--- config.mk ---
export PLATFORM = sky130hd
export DESIGN_NAME = ddr2_cmd_scheduler
export DESIGN_NICKNAME = d
export VERILOG_FILES = /design/src/rtl/ddr2_cmd_scheduler.sv
export SDC_FILE = /design/constraint.sdc
export NUM_CORES = 1
export LEC_CHECK = 0
export ABC_AREA = 0
export BUFFER_PORTS_ARGS = -buffer_cell sky130_fd_sc_hd__buf_2
export CAP_MARGIN = 20
export CORE_ASPECT_RATIO = 0.5
export CORE_UTILIZATION = 45
export CTS_BUF_LIST = sky130_fd_sc_hd__clkbuf_2
export DETAILED_ROUTE_END_ITERATION = 10
export GPL_ROUTABILITY_DRIVEN = 0
export GPL_TIMING_DRIVEN = 1
export PLACE_DENSITY = 0.62
export SLEW_MARGIN = 25
export SYNTH_ARGS = -nofsm -noshare
export SYNTH_HDL_FRONTEND = slang
export SYNTH_SLANG_ARGS = --single-unit
--- constraint.sdc ---
create_clock -name clk -period 4 [get_ports clk]
set_input_delay 0.6 -clock clk [delete_from_list [all_inputs] [get_ports clk]]
set_output_delay 0.6 -clock clk [all_outputs]
set_load 0.005 [all_outputs]
--- src/rtl/ddr2_cmd_scheduler.sv ---
// ddr2_cmd_scheduler: one-request-at-a-time DDR2 command scheduler with per-bank timing and periodic refresh
module ddr2_cmd_scheduler #(
  parameter int T_RCD  = 3,
  parameter int T_RP   = 3,
  parameter int T_RAS  = 9,
  parameter int T_RC   = 12,
  parameter int T_RRD  = 2,
  parameter int T_WR   = 3,
  parameter int T_RFC  = 26,
  parameter int T_REFI = 1560
) (
  input  logic        clk,
  input  logic        rst_n,
  input  logic        req_valid,
  output logic        req_ready,
  input  logic        req_wr,
  input  logic [2:0]  req_bank,
  input  logic [13:0] req_row,
  input  logic [9:0]  req_col,
  output logic [2:0]  cmd,
  output logic [2:0]  cmd_bank,
  output logic [13:0] cmd_addr,
  output logic        done,
  output logic        ref_busy
);
  localparam logic [2:0] C_NOP = 3'b111, C_ACT = 3'b011, C_RD = 3'b101;
  localparam logic [2:0] C_WR = 3'b100, C_PRE = 3'b010, C_REF = 3'b001;
  typedef enum logic [2:0] {IDLE, PRE, ACT, RW, REF_PRE, REF, REF_WAIT} state_t;
  state_t state_q, state_d;
  logic [7:0] open_q, open_d;
  logic [7:0][13:0] orow_q, orow_d;
  logic [7:0][5:0] act_cnt_q, act_cnt_d, pre_cnt_q, pre_cnt_d, wr_cnt_q, wr_cnt_d;
  logic [5:0] gact_q, gact_d, rfc_q, rfc_d;
  logic [10:0] refi_q, refi_d;
  logic ref_pending_q, ref_pending_d;
  logic wr_q, wr_d;
  logic [2:0] bank_q, bank_d;
  logic [13:0] row_q, row_d;
  logic [9:0] col_q, col_d;
  logic [2:0] cmd_q, cmd_d, cmd_bank_q, cmd_bank_d;
  logic [13:0] cmd_addr_q, cmd_addr_d;
  logic done_q, done_d, ready_q, ready_d, busy_q, busy_d;
  logic ras_all, rp_all, ref_issue;
  // A counter holding c at an edge means c+1 cycles have elapsed since its command issued.
  function automatic logic met(input logic [5:0] c, input int t);
    return int'(c) + 1 >= t;
  endfunction
  function automatic logic [5:0] sat(input logic [5:0] c);
    return c == 6'd63 ? c : c + 6'd1;
  endfunction
  always_comb begin
    state_d = state_q;
    open_d = open_q;
    orow_d = orow_q;
    wr_d = wr_q;
    bank_d = bank_q;
    row_d = row_q;
    col_d = col_q;
    cmd_d = C_NOP;
    cmd_bank_d = '0;
    cmd_addr_d = '0;
    done_d = 1'b0;
    ref_issue = 1'b0;
    ras_all = 1'b1;
    rp_all = 1'b1;
    gact_d = sat(gact_q);
    rfc_d = sat(rfc_q);
    for (int i = 0; i < 8; i++) begin
      act_cnt_d[i] = sat(act_cnt_q[i]);
      pre_cnt_d[i] = sat(pre_cnt_q[i]);
      wr_cnt_d[i] = sat(wr_cnt_q[i]);
      ras_all &= !open_q[i] || (met(act_cnt_q[i], T_RAS) && met(wr_cnt_q[i], T_WR));
      rp_all &= met(pre_cnt_q[i], T_RP);
    end
    case (state_q)
      IDLE:
        if (ref_pending_q) state_d = |open_q ? REF_PRE : REF;
        else if (req_valid && ready_q) begin
          wr_d = req_wr;
          bank_d = req_bank;
          row_d = req_row;
          col_d = req_col;
          state_d = !open_q[req_bank] ? ACT : orow_q[req_bank] == req_row ? RW : PRE;
        end
      PRE:
        if (met(act_cnt_q[bank_q], T_RAS) && met(wr_cnt_q[bank_q], T_WR)) begin
          cmd_d = C_PRE;
          cmd_bank_d = bank_q;
          open_d[bank_q] = 1'b0;
          pre_cnt_d[bank_q] = '0;
          state_d = ACT;
        end
      ACT:
        if (met(pre_cnt_q[bank_q], T_RP) && met(act_cnt_q[bank_q], T_RC) && met(gact_q, T_RRD)) begin
          cmd_d = C_ACT;
          cmd_bank_d = bank_q;
          cmd_addr_d = row_q;
          open_d[bank_q] = 1'b1;
          orow_d[bank_q] = row_q;
          act_cnt_d[bank_q] = '0;
          gact_d = '0;
          state_d = RW;
        end
      RW:
        if (met(act_cnt_q[bank_q], T_RCD)) begin
          cmd_d = wr_q ? C_WR : C_RD;
          cmd_bank_d = bank_q;
          cmd_addr_d = {4'b0, col_q};
          done_d = 1'b1;
          if (wr_q) wr_cnt_d[bank_q] = '0;
          state_d = IDLE;
        end
      REF_PRE:
        if (ras_all) begin
          cmd_d = C_PRE;
          cmd_addr_d = 14'h0400;
          open_d = '0;
          pre_cnt_d = '0;
          state_d = REF;
        end
      REF:
        if (rp_all) begin
          cmd_d = C_REF;
          ref_issue = 1'b1;
          rfc_d = '0;
          state_d = REF_WAIT;
        end
      REF_WAIT: if (int'(rfc_q) == T_RFC - 1) state_d = IDLE;
      default: state_d = IDLE;
    endcase
    refi_d = refi_q == 11'(T_REFI - 1) ? '0 : refi_q + 11'd1;
    ref_pending_d = refi_q == 11'(T_REFI - 1) || (ref_pending_q && !ref_issue);
    ready_d = state_d == IDLE && !ref_pending_d;
    busy_d = state_d inside {REF_PRE, REF, REF_WAIT};
  end
  always_ff @(posedge clk or negedge rst_n) begin
    if (!rst_n) begin
      state_q <= IDLE;
      open_q <= '0;
      orow_q <= '0;
      act_cnt_q <= '1;
      pre_cnt_q <= '1;
      wr_cnt_q <= '1;
      gact_q <= '1;
      rfc_q <= '1;
      refi_q <= '0;
      ref_pending_q <= 1'b0;
      wr_q <= 1'b0;
      bank_q <= '0;
      row_q <= '0;
      col_q <= '0;
      cmd_q <= C_NOP;
      cmd_bank_q <= '0;
      cmd_addr_q <= '0;
      done_q <= 1'b0;
      ready_q <= 1'b0;
      busy_q <= 1'b0;
    end else begin
      state_q <= state_d;
      open_q <= open_d;
      orow_q <= orow_d;
      act_cnt_q <= act_cnt_d;
      pre_cnt_q <= pre_cnt_d;
      wr_cnt_q <= wr_cnt_d;
      gact_q <= gact_d;
      rfc_q <= rfc_d;
      refi_q <= refi_d;
      ref_pending_q <= ref_pending_d;
      wr_q <= wr_d;
      bank_q <= bank_d;
      row_q <= row_d;
      col_q <= col_d;
      cmd_q <= cmd_d;
      cmd_bank_q <= cmd_bank_d;
      cmd_addr_q <= cmd_addr_d;
      done_q <= done_d;
      ready_q <= ready_d;
      busy_q <= busy_d;
    end
  end
  assign req_ready = ready_q;
  assign cmd = cmd_q;
  assign cmd_bank = cmd_bank_q;
  assign cmd_addr = cmd_addr_q;
  assign done = done_q;
  assign ref_busy = busy_q;
endmodule

Yosys cells after proc, flatten, opt, wreduce, memory -nomap -nowiden
Index checks and enable logic that the tools add are counted.
Storage, ports and cells
  flip-flop bits (word level): 342
  word-level logic and storage cells: 332
Cells by class
  $add $sub $neg: 55
  order comparisons: 33
  equal/unequal tests: 41
  mux-type cells: 91
  bitwise gates (word level): 22
  reduce and logical (&&, ||, !) cells: 42
Operator list (count)
  two-way mux 48 bit: 7
  two-way mux 6 bit: 34
  adder 6 x 1 -> 7 bit (second input constant): 28
  == test 6 bit (second input constant): 27
  adder 6 x 1 -> 6 bit (second input constant): 26
  AND 48 bit: 3
  greater-or-equal comparator 7 x 2 -> 1 bit (second input constant): 20
  bitwise mux 112 bit: 1
  case mux 48 bit (2 select lines): 1
  greater-or-equal comparator 32 x 5 -> 1 bit (second input constant): 2
  greater-or-equal comparator 7 x 4 -> 1 bit (second input constant): 8
  binary-select mux 6 bit (select 3 bit): 3
  inverter 48 bit: 1
  two-way mux 3 bit: 15
  binary-select mux 14 bit (select 3 bit): 1
  demux 14 bit (select 3 bit): 1
  two-way mux 14 bit: 3
  case mux 14 bit (3 select lines): 1
  two-way mux 8 bit: 3
  case mux 8 bit (3 select lines): 1
  two-way mux 11 bit: 2
  case mux 3 bit (7 select lines): 1
  demux 6 bit (select 3 bit): 1
  == test 3 bit (second input constant): 6
  other kinds (29): 88

Longest topological paths before layout
  depth after elaboration: 16
  gate-level depth with buffers: 18
  gate-level depth less buffers: 14

Worst setup path before layout
Ideal clock, no wire load.
  kind: flip-flop to flip-flop
  start point: register pre_cnt_q[42] in the netlist's numbering
  end point: register ready_q, in the netlist req_ready
  library setup time: 0.096 ns
  arrival time: 3.417 ns
  required time: 3.904 ns
  setup slack: 0.488 ns
  cell stages (with the launch flop): 12
  cells stage by stage: dfstp_2 -> clkbuf_1 -> inv_1 -> ha_1 -> nor2_1 -> nor4_1 -> o311a_1 -> or4_4 -> or4_4 -> a211o_1 -> or4_1 -> nor4_2
On the way
  longest elaborated chain between the ends: 10
RTL lines
  from (decl): RTL line 32  | logic [7:0][5:0] act_cnt_q, act_cnt_d, pre_cnt_q, pre_cnt_d, wr_cnt_q, wr_cnt_d;
  from (signal assigned): RTL line 163  | pre_cnt_q <= pre_cnt_d;
  binary-select mux 6 bit (select 3 bit) or adder 6 x 1 -> 7 bit (tied branches): RTL line 94, 46
  two-way mux 6 bit (implied by the code) or greater-or-equal comparator 7 x 2 -> 1 bit (tied branches): RTL line 94, 46
  adder 6 x 1 -> 7 bit or AND 1 bit (tied branches): RTL line 46, 73
  greater-or-equal comparator 7 x 2 -> 1 bit or two-way mux 1 bit (tied branches): RTL line 46, 122
  logical AND 1 bit or two-way mux 1 bit (tied branches): RTL line 94, 75
  logical AND 1 bit or zero test 1 bit (tied branches): RTL line 94, 132
  two-way mux 3 bit or logical AND 1 bit (tied branches): RTL line 94, 132
  case mux 3 bit (7 select lines) or logical OR 1 bit (tied branches): RTL line 75, 132
  zero test 3 bit or zero test 1 bit (tied branches): RTL line 133  | ready_d = state_d == IDLE && !ref_pending_d;
  logical AND 1 bit *: RTL line 133
  named net ready_d: RTL line 42  | logic done_q, done_d, ready_q, ready_d, busy_q, busy_d;
  to (signal assigned): RTL line 177  | ready_q <= ready_d;
  to (decl): RTL line 42
Mark *: on every way through the listed nets, which the timed path passes. The rest lies on a longest branch. The select of a mux whose other input is x is not followed.
A chain may end at the register's enable or synchronous reset.

==> impl_metrics.toml <==
[run_status]
run_status = "complete, no violations"

[place]
cell_area_placed_mm2 = 0.02014
dp.final_hpwl_um = 33700
numPortBuffers = 53

[synthesis]
leading_post_synthesis_cells_by_instance_count = "dfrtp_1 (183), nor2_1 (170), dfstp_2 (159)"
synthTopCellsByArea = "dfrtp_1 (24%), dfstp_2 (22%), mux2_2 (5.9%)"
part_of_the_yosys_area_used_for_sequential_elements_pct = 45.99
async_reset_ff_share_pct = 100.0
syn-mean-instance-area_um2 = 10.49
synth-edff-count = 0
number_of_warnings_printed_during_yosys_synthesis = 0
synth_nets = 1907
ys.flop_type = "dfrtp_1"
yosysMostFrequentCell = "dfrtp_1"
synth_largest_type_area_fraction_pct = 24.05
synth.lib_cells_used.distinct = 88
synth.largest_area_cell = "dfrtp_1"
synth_area_mm2 = 0.01904
ys_seq_elements = 342
postSynthCellCount = 1816

[clocking]
cts.reportedPaths.clkPinSlew_ns = 0.10
skew_pair_late_insertion_delay_ns = 1.02
clock_tree_from_tritoncts = "yes"
cts_buffers = 79
ctsLongestPathBuffers = 3
htree_depth = 3
cts_root_buf = "clkbuf_2"
cts.sink_count = 342

[floorplan]
placementRows = 52
top_level_ports = 54
dieWidth_um = 292.9
core_mm2 = 0.04105
initial_core_util_pct = 46.38
die_area_mm2 = 0.04319
die_h_um = 147.5

[route]
first_pass_iters = 5
routed_wire_length_um = 48460
drc_errors = 0
detail_route.vias_per_cell = 5.640
total_via_count_in_the_routed_design = 14409
initialDrtViolationCount = 1038
ant_nets = 0
avgRoutedWirePerCell_um = 18.97

[cells_and_area]
areaGrowthSynthToFinish_pct = 11.07
layout.cell_area.non_filler_mm2 = 0.02115
seq_area_mm2 = 0.008761
n_fill_cell = 3725
nNetsFinal = 2021
drive_gt1_share_pct = 28.55
multiInputGateArea_mm2 = 0.009548

[timing]
finalWorstPathRequiredPeriod_ns = 3.827
setup_total_negative_slack_ns = 0
rsz0062_at_grt = "no"
drv_slew = 0
slew_headroom_pct = 48.18
max_slew.worst_pin.slew_ns = 0.7773
finalCritPeriodShare_pct = 95.68
fmax_ghz = 0.2613
timing.final.setup_violations = 0
timing_hold_violations_final = 0
worst_clock_skew_ns = 0.1064

[hold_path]
min-delay-path-class = "primary input to flop"
hold_start = "req_bank[2]"
hold_end = "bank_q[2]"
hold_depth = 3

[setup_path]
cp_slowest_stage_delay_ns = 0.62
worstPathRequired_ns = 4.90
cell_type_group_with_the_largest_total_delay_on_the_critical_path = "compound AO/OA/AOI/OAI gates"
critical_path.reg2reg.startpoint = "act_cnt_q[42]"
start_kind = "flop"
worst-path-max-fanout = 8
cp_cell_sequence = "inv_1 -> ha_1 -> nor3b_1 -> nand4_1 -> a2111oi_1 -> a2111oi_0 -> buf_4 -> nor4b_1 -> buf_4 -> nand4_2 -> o21ai_1 -> buf_4 -> a211oi_1"
worstReg2RegEnd = "pre_cnt_q[7]"
setup.worst_path.end_class = "flop"
r2r_slack_ns = 0.17
critical_path.n_buffers_inverters = 4
cell_with_the_biggest_individual_delay_on_the_critical_path = "dfstp_2"
critical_path_class = "flop to flop"
timing.critical_path.mode_cell = "buf_4"
number_of_cells_traversed_by_the_worst_register_to_register_path = 13
critPathArrivalTime_ns = 4.73

[power]
power.density_mw_per_mm2 = 843.5
vdd_drop_max_mv = 0.4179
leakage_component_of_the_power_uw = 0.009411

[grt]
maximum_number_of_pins_on_one_net_before_global_route_repair = 127
initial_antenna_violation_count = 3
grt_first_pass_wirelength_um = 78340
overflow = 0
gr-usage-all-layers_pct = 22.90
first_global_vias = 14272

[run]
maxCapViolations = 0
timing repair:
action                                 4_1_cts  5_1_grt
hold buffers                                27        0
resized for setup                            0        1
buffers inserted                             0        0
setup endpoints to repair                    0       14
endpoints found under the hold margin       94        0
cell families (layout without fill, tap and decap cells):
group	after synthesis	in the layout	synth area share, %
compound gates	304	304	10.91
xor+xnor	99	99	4.554
fa+ha+maj	60	60	3.943
buf+inv	176	346	3.943
flops	342	342	45.99
mux	199	199	13.90
other cells	0	2	0
simple gates	636	636	16.76
cells in the final DEF, fill, tap and decap left out, types with 10 or more instances in the layout:
| cell | n |
|---|---|
| dfrtp_1 | 180 |
| nor2_1 | 170 |
| dfstp_2 | 159 |
| nand2_1 | 135 |
| clkbuf_2 | 116 |
| mux2_2 | 100 |
| a21oi_1 | 95 |
| nand3_1 | 87 |
| inv_1 | 72 |
| xnor2_1 | 69 |
| ha_1 | 60 |
| buf_2 | 52 |
| o21ai_0 | 51 |
| buf_4 | 44 |
| and3_1 | 40 |
| mux2i_1 | 39 |
| mux4_2 | 39 |
| a211oi_1 | 31 |
| nor3_1 | 31 |
| xor2_1 | 30 |
| and2_1 | 28 |
| dlygate4sd3_1 | 27 |
| nand2b_1 | 22 |
| nand4_1 | 22 |
| mux2_1 | 20 |
| a31oi_1 | 18 |
| nor4_1 | 17 |
| a22o_1 | 14 |
| clkinv_1 | 14 |
| nor2b_1 | 13 |
| buf_12 | 12 |
| nor3b_1 | 11 |
| or3_1 | 11 |
| or2_2 | 10 |
power breakdown:
| part | internal (µW) | leakage, µW | switching [µW] | total, µW |
|---|---|---|---|---|
| clock network | 912 | 0.000550 | 1460 | 2370 |
| logic | 3750 | 0.00482 | 4150 | 7900 |
| registers | 5530 | 0.00405 | 2030 | 7570 |
| total | 10200 | 0.00941 | 7640 | 17800 |
layout make-up:
type | instances | area share [%]
tap | 567 | 3.354
antenna | 2 | 0.02366
multi-input combinational | 1298 | 45.15
clock buffer | 116 | 2.745
sequential | 342 | 41.42
inverter | 73 | 1.296
clock inverter | 21 | 0.7336
timing repair buffer | 136 | 5.277
state kept, by name, summed over array words and instances, names as in the netlist, 6 cells and up:
register / count
act_cnt_q: 48
cmd_addr: 14
col_q: 10
gact_q: 6
open_q: 8
orow_q: 112
pre_cnt_q: 48
refi_q: 11
rfc_q: 6
row_q: 14
wr_cnt_q: 48
per-stage QoR:
stage | utilization [%] | power (µW) | instances | hold WS (ns) | worst slack (ns)
2_1_floorplan | - | 12860 | 1816 | 0.3044 | 0.4877
3_3_place_gp | 49.05 | 15220 | 2389 | 0.4584 | 0.1980
3_5_place_dp | 49.05 | 15390 | 2389 | 0.4676 | 0.08227
4_1_cts | 51.50 | 17850 | 2553 | 0.03310 | 0.09003
5_1_grt | 51.51 | 19200 | 2555 | 0.06804 | 0.02864
6_report | 51.51 | 17840 | 2555 | 0.1092 | 0.1730
worst register-to-register path, stage by stage (launching register included):
cell,delay [ns]
dfstp_2,0.62
inv_1,0.10
ha_1,0.32
nor3b_1,0.31
nand4_1,0.16
a2111oi_1,0.61
a2111oi_0,0.18
buf_4,0.19
nor4b_1,0.14
buf_4,0.17
nand4_2,0.38
o21ai_1,0.20
buf_4,0.21
a211oi_1,0.19
layer usage:
metal | track usage [%] | routed length, µm | share of wire [%]
met1 | 31.70 | 22280 | 46
met2 | 36.30 | 22650 | 47
met3 | 4.526 | 2554 | 5.3
met4 | 7.330 | 973 | 2.0
met5 | 0 | 0 | 0
how the worst max path moves through the flow:
stage                   from            end  slack (ns)  cells past startpoint
6_report       act_cnt_q[42]   pre_cnt_q[7]        0.17                     13
5_1_grt        act_cnt_q[42]  pre_cnt_q[10]        0.03                     13
3_5_place_dp   act_cnt_q[42]   pre_cnt_q[7]        0.08                     13
3_3_place_gp   act_cnt_q[42]   pre_cnt_q[7]        0.20                     13
4_1_cts        act_cnt_q[42]  pre_cnt_q[10]        0.09                     13
2_1_floorplan  pre_cnt_q[42]      req_ready        0.49                     11
Power figures use the tool's default switching activity.
